## src/rtl/aes_roundkey_store_256_pkg.sv

```systemverilog
// aes_pkg: shared AES-256 constants, round-key type and key-store FSM states.
package aes_pkg;
    localparam int AES256_NR    = 14;
    localparam int AES256_NK_RK = AES256_NR + 1;
    localparam int AES_KW       = 128;
    localparam int AES_IW       = 4;
    typedef logic [AES_KW-1:0] rk_t;
    typedef enum logic [1:0] {IDLE, LOAD, DONE} rks_state_t;
endpackage

```

## src/rtl/aes_roundkey_store_256_if.sv

```systemverilog
// aes_roundkey_store_256_if: key-stream capture and round-key read bus.
interface aes_roundkey_store_256_if;
    import aes_pkg::*;
    logic              load_start;
    rk_t               ke_subkey;
    logic              ke_rdy;
    logic              busy;
    logic              keys_valid;
    logic              load_err;
    logic              rd_en;
    logic [AES_IW-1:0] rd_round;
    logic              rd_decrypt;
    rk_t               rd_key;
    logic              rd_valid;
    logic              rd_err;
    modport master (output load_start, ke_subkey, ke_rdy, rd_en, rd_round, rd_decrypt,
                    input  busy, keys_valid, load_err, rd_key, rd_valid, rd_err);
    modport slave  (input  load_start, ke_subkey, ke_rdy, rd_en, rd_round, rd_decrypt,
                    output busy, keys_valid, load_err, rd_key, rd_valid, rd_err);
endinterface

```

## src/rtl/aes_roundkey_store_256_rk_regfile.sv

```systemverilog
// rk_regfile: NK x KW round-key storage, one sync write port, one registered
// read port that returns zero with an error flag for bad or unqualified reads.
module rk_regfile #(
    parameter int NK = 15,
    parameter int KW = 128,
    parameter int AW = 4
) (
    input  logic          clk,
    input  logic          reset,
    input  logic          we_i,
    input  logic [AW-1:0] waddr_i,
    input  logic [KW-1:0] wdata_i,
    input  logic          re_i,
    input  logic          rok_i,
    input  logic [AW-1:0] raddr_i,
    output logic [KW-1:0] rdata_o,
    output logic          rvalid_o,
    output logic          rerr_o
);
    logic [KW-1:0] mem_q [NK];
    logic          bad_d;
    assign bad_d = (raddr_i >= AW'(NK)) || !rok_i;
    always_ff @(posedge clk)
        if (we_i) mem_q[waddr_i] <= wdata_i;
    always_ff @(posedge clk or negedge reset)
        if (!reset) begin
            rdata_o  <= '0;
            rvalid_o <= 1'b0;
            rerr_o   <= 1'b0;
        end else begin
            rvalid_o <= re_i;
            rerr_o   <= re_i && bad_d;
            if (re_i) rdata_o <= bad_d ? '0 : mem_q[raddr_i];
        end
endmodule

```

## src/rtl/aes_roundkey_store_256.sv

```systemverilog
// aes_roundkey_store_256: captures the 15 AES-256 round keys from the expansion
// stage and serves them by round in forward or reversed order.
module aes_roundkey_store_256 import aes_pkg::*; #(
    parameter int NK = AES256_NK_RK,
    parameter int KW = AES_KW,
    parameter int IW = AES_IW
) (
    input logic                     clk,
    input logic                     reset,
    aes_roundkey_store_256_if.slave bus
);
    rks_state_t    state_q;
    logic [IW-1:0] cnt_q;
    logic          busy_q, keys_valid_q, load_err_q;
    logic          we_d;
    logic [IW-1:0] waddr_d, raddr_d;
    // Key 0 arrives with the start pulse itself, so the start cycle writes slot 0.
    assign we_d    = (state_q == LOAD) ? bus.ke_rdy : bus.load_start;
    assign waddr_d = (state_q == LOAD) ? cnt_q : '0;
    assign raddr_d = bus.rd_decrypt ? IW'(NK-1) - bus.rd_round : bus.rd_round;
    assign bus.busy       = busy_q;
    assign bus.keys_valid = keys_valid_q;
    assign bus.load_err   = load_err_q;
    always_ff @(posedge clk or negedge reset)
        if (!reset) begin
            state_q      <= IDLE;
            cnt_q        <= '0;
            busy_q       <= 1'b0;
            keys_valid_q <= 1'b0;
            load_err_q   <= 1'b0;
        end else begin
            load_err_q <= 1'b0;
            if (state_q == LOAD) begin
                if (!bus.ke_rdy) begin
                    load_err_q <= 1'b1;
                    busy_q     <= 1'b0;
                    state_q    <= IDLE;
                end else if (cnt_q == IW'(NK-1)) begin
                    keys_valid_q <= 1'b1;
                    busy_q       <= 1'b0;
                    state_q      <= DONE;
                end else
                    cnt_q <= cnt_q + 1'b1;
            end else if (bus.load_start) begin
                cnt_q        <= IW'(1);
                keys_valid_q <= 1'b0;
                busy_q       <= 1'b1;
                state_q      <= LOAD;
            end
        end
    rk_regfile #(.NK(NK), .KW(KW), .AW(IW)) u_rf (
        .clk      (clk),
        .reset    (reset),
        .we_i     (we_d),
        .waddr_i  (waddr_d),
        .wdata_i  (bus.ke_subkey),
        .re_i     (bus.rd_en),
        .rok_i    (keys_valid_q),
        .raddr_i  (raddr_d),
        .rdata_o  (bus.rd_key),
        .rvalid_o (bus.rd_valid),
        .rerr_o   (bus.rd_err)
    );
endmodule

```

## src/flat_wrapper.sv

```systemverilog
// flat-port wrapper written by rule: the top's interface ports become plain ports
module aes_roundkey_store_256_flat import aes_pkg::*;
#(
    parameter int NK = AES256_NK_RK,
    parameter int KW = AES_KW,
    parameter int IW = AES_IW
)
  (clk, reset, bus_load_start, bus_ke_subkey, bus_ke_rdy, bus_rd_en, bus_rd_round, bus_rd_decrypt, bus_busy, bus_keys_valid, bus_load_err, bus_rd_key, bus_rd_valid, bus_rd_err);
  aes_roundkey_store_256_if bus_i ();
  input logic clk;
  input logic reset;
  input wire logic [$bits(bus_i.load_start)-1:0] bus_load_start;
  input wire logic [$bits(bus_i.ke_subkey)-1:0] bus_ke_subkey;
  input wire logic [$bits(bus_i.ke_rdy)-1:0] bus_ke_rdy;
  input wire logic [$bits(bus_i.rd_en)-1:0] bus_rd_en;
  input wire logic [$bits(bus_i.rd_round)-1:0] bus_rd_round;
  input wire logic [$bits(bus_i.rd_decrypt)-1:0] bus_rd_decrypt;
  output wire logic [$bits(bus_i.busy)-1:0] bus_busy;
  output wire logic [$bits(bus_i.keys_valid)-1:0] bus_keys_valid;
  output wire logic [$bits(bus_i.load_err)-1:0] bus_load_err;
  output wire logic [$bits(bus_i.rd_key)-1:0] bus_rd_key;
  output wire logic [$bits(bus_i.rd_valid)-1:0] bus_rd_valid;
  output wire logic [$bits(bus_i.rd_err)-1:0] bus_rd_err;
  assign bus_i.load_start = bus_load_start;
  assign bus_i.ke_subkey = bus_ke_subkey;
  assign bus_i.ke_rdy = bus_ke_rdy;
  assign bus_i.rd_en = bus_rd_en;
  assign bus_i.rd_round = bus_rd_round;
  assign bus_i.rd_decrypt = bus_rd_decrypt;
  assign bus_busy = bus_i.busy;
  assign bus_keys_valid = bus_i.keys_valid;
  assign bus_load_err = bus_i.load_err;
  assign bus_rd_key = bus_i.rd_key;
  assign bus_rd_valid = bus_i.rd_valid;
  assign bus_rd_err = bus_i.rd_err;
  aes_roundkey_store_256 #(.NK(NK), .KW(KW), .IW(IW)) u_core (.clk(clk), .reset(reset), .bus(bus_i));
endmodule
```

## config.mk

```make
export PLATFORM = sky130hd
export DESIGN_NAME = aes_roundkey_store_256_flat
export DESIGN_NICKNAME = d
export VERILOG_FILES = /design/src/rtl/aes_roundkey_store_256_pkg.sv /design/src/rtl/aes_roundkey_store_256_if.sv /design/src/rtl/aes_roundkey_store_256_rk_regfile.sv /design/src/rtl/aes_roundkey_store_256.sv /design/src/flat_wrapper.sv
export SDC_FILE = /design/constraint.sdc
export NUM_CORES = 2
export LEC_CHECK = 0
export CORE_MARGIN = 8
export CORE_UTILIZATION = 40
export CTS_BUF_LIST = sky130_fd_sc_hd__clkbuf_16
export DETAILED_ROUTE_END_ITERATION = 8
export PLACE_DENSITY = 0.54
export SLEW_MARGIN = 10
export SYNTH_ARGS = -nofsm -noshare
export SYNTH_HDL_FRONTEND = slang
export SYNTH_SLANG_ARGS = --single-unit
```

## constraint.sdc

```tcl
create_clock -name clk -period 22.2 [get_ports clk]
set_input_delay 2.22 -clock clk [delete_from_list [all_inputs] [get_ports clk]]
set_output_delay 2.22 -clock clk [all_outputs]
set_load 0.01 [all_outputs]
```

==> results.toml <==
[run_status]
outcome = "completed"

[power]
power.switching_mw = 1.899
max-vdd-ir-drop_mv = 0.07352
power_density_nw_per_um2 = 92.39
p_total_mw = 8.395
swShare = 0.2262
clkPwrFrac = 0.395
p_leak_nw = 28.95
p_int_mw = 6.496
pwr-share-comb = 0.076
p_seq_frac = 0.529

[clock_network]
post-cts-setup-buffers = 0
hold_buffers = 0
insertion_delay_ns = 0.84
cts-root-buf = "clkbuf_16"
clk_pin_slew_worst_paths_ns = 0.06
htree_levels = 4
cts_num_sinks = 2058
cts_buffer_depth = 3
numCtsBuffers = 210
ctsResizeCount = 0
cts_tree = "yes"

[route]
vias = 37610
viasPerCell = 5.531
drc = 0
ant_nets = 0
routedWlPerCell_um = 29.82
drt-pass1-iter-count = 5
drt_iter0_markers = 3382
drt-total-wl_um = 202800

[global_route]
grt_antenna_before_repair = 30
grt_pass1_vias = 39530
grt_pass1_wl_um = 290100
overflow = 0
grtUsageTotal = 0.1892
grt_start_max_net_pins = 116

[yosys]
yosys_register_bits = 2058
syn_inst = 3617
ys_warn_count = 0
synthesis.nets = 3758
syn_area_um2 = 78380
ys_types = 38
ys_seq_area_frac = 0.7796
avgSynthCellArea_um2 = 21.67

[setup_path]
critPathMostFrequentCell = "buf_4"
worstPathArrival_ns = 6.47
reg2reg_depth = 5
crit_slowest_cell = "buf_4"
critPathKind = "in -> reg"
crit_required_ns = 22.84
cpPeakStageDelay_ns = 0.75
worstSetupEndpointType = "flop"
path_cells = "clkdlybuf4s50_1 > ha_1 > and2b_4 > xnor2_4 > buf_4 > buf_4 > buf_4 > mux4_2 > nor2_1 > o32ai_1"
start_kind = "input pin"
crit_path_max_fanout = 43

[sta]
rsz0062_at_grt = "no"
drv_slew = 0
max_freq_mhz = 171.6
finClkSkew_ns = 0.03715
hold_viol = 0
fin_setup_tns_ns = 0
worst-slew-pin-transition_ns = 1.156
setup_viol = 0
post-route-min-period_ns = 5.828
finalCritPeriodShare = 0.2625
slew_headroom = 0.2292

[die]
die_x_um = 458.7
die-area_um2 = 210400
dieHeight_um = 458.7
boundaryPins = 271
fp.coreArea_um2 = 194800
initial_core_util = 0.4024
row_count = 162

[flow_run]
maxCapViolCount = 0

[placed_design]
port_buffers = 270
dpl.hpwl_um = 97010
gp_congestion = 0.6986

[worst_hold_path]
hold_class = "reg -> reg"
holdPathStages = 2

[final_layout]
layout-drive-gt1-share = 0.2746
fin_nets = 4121
syn_to_final_growth_pct = 15.92
==> Yosys cell counts (all sizes together) <==
library cell	count	area, um2
edfxtp	1920	57660
mux2	385	4335
mux4	384	8648
nor2	146	548.0
dfrtp	138	3453
buf	132	685.7
inv	132	495.5
o22ai	128	800.8
o32ai	128	1121
clkbuf	70	262.8
nand2	9	33.78
nand3	9	45.04
a21oi	4	20.02
o21ai	4	20.01
ha	3	37.54
nand3b	3	22.52
xnor2	3	45.05
a21boi	2	15.01
nor2b	2	12.51
nor3b	2	15.01
a22oi	1	7.510
and2	1	6.260
and2b	1	10.01
mux2i	1	10.01
nand2b	1	6.260
nor4	1	6.260
o21a	1	7.510
o22a	1	8.760
o31ai	1	7.510
o41ai	1	16.27
or3	1	6.260
or4	1	7.510
xor2	1	8.760
==> layer usage <==
layer / track usage / vias up / share of wire
met1: 0.2612 / 20600 / 0.44
met4: 0.04352 / 10 / 0.020
met2: 0.3149 / 993 / 0.49
li1: - / 15740 / -
met5: 0 / - / 0.00028
met3: 0.03494 / 278 / 0.054
==> metrics by stage <==
stage / instances / util / setup slack [ns] / area (um2) / hold WS (ns)
global route: 6791 / 0.4663 / 16.09 / 90830 / 0.5538
global placement: 6392 / 0.4329 / 15.45 / 84320 / 0.5153
floorplan: 3617 / - / 6.601 / 78380 / 0.5180
CTS: 6787 / 0.4663 / 16.33 / 90820 / 0.5388
finish: 6801 / 0.4665 / 16.37 / 90860 / 0.5362
detailed placement: 6392 / 0.4329 / 15.42 / 84320 / 0.5267
==> path summary, 6_finish.rpt <==
kind	startpoint	to	slack, ns
worst min-delay path	u_core.u_rf.rdata_o[124]	u_core.u_rf.rdata_o[124]	0.54
worst max register to register	u_core.state_q[1]	u_core.u_rf.mem_q[9][64]	18.02
worst min register to register	u_core.u_rf.rdata_o[124]	u_core.u_rf.rdata_o[124]	0.54
max in group asynchronous	reset	u_core.u_rf.rdata_o[99]	18.93
min in group asynchronous	reset	u_core.u_rf.rdata_o[17]	1.35
worst max-delay path	bus_rd_round[1]	u_core.u_rf.rdata_o[91]	16.37
==> worst max-delay path: cells and delay by family <==
kind	cells	cell delay [ns]
AO/OA/AOI/OAI	1	0.09
multiplexers	1	0.59
adder cells (fa/ha/maj)	1	0.19
XOR/XNOR	1	0.21
AND/OR/NAND/NOR	2	0.31
buffers and inverters	4	2.74
==> flip-flops by register name, indices dropped and copies added (netlist names) <==
signal,cells
u_core.u_rf.mem_q,1920
u_core.u_rf.rdata_o,128
u_core.cnt_q,4
u_core.state_q,2
u_core.bus.keys_valid,1
u_core.bus.load_err,1
u_core.u_rf.rerr_o,1
u_core.u_rf.rvalid_o,1
==> power groups by stage <==
stage               Combinational, mW  Sequential (mW)  Clock, mW
floorplan                       0.376             4.55          0
global placement                0.647             4.51          0
detailed placement              0.652             4.52          0
CTS                             0.653             4.44       3.40
global route                    0.682             4.45       3.55
finish                          0.637             4.44       3.32
==> cell type report <==
cell class              instances  area, um2
clock inverters               183       1201
fillers                     16230     103900
multi-input cells            1225      15990
flip-flops and latches       2058      61110
clock buffers                 212       5305
diodes                         14      35.03
well taps                    2624       3283
inverters                     132      495.5
repair buffers                353       3437
==> cells by family after synthesis <==
| logic type | count (synthesis) | synth area share |
|---|---|---|
| XOR/XNOR | 4 | 0.0006865 |
| buffers and inverters | 334 | 0.01842 |
| AO/OA/AOI/OAI | 271 | 0.02583 |
| flip-flops | 2058 | 0.7796 |
| multiplexers | 770 | 0.1658 |
| adder cells (fa/ha/maj) | 3 | 0.0004789 |
| AND/OR/NAND/NOR | 177 | 0.009179 |
==> cell usage in the layout, fill, tap and decap left out, types with 4 or more instances in the layout <==
master	instances
clkinv_1	58
o32ai_1	128
inv_6	5
clkinv_2	27
o22ai_1	128
clkbuf_16	212
diode_2	14
mux4_2	384
dfrtp_1	138
nand3_1	9
buf_4	75
clkdlybuf4s50_1	267
nor2_1	135
nor2_4	11
nand2_1	9
inv_1	203
bufinv_16	11
a21oi_1	4
buf_12	8
mux2_2	385
edfxtp_1	1920
No activity file was read; power rests on OpenSTA's default activity.
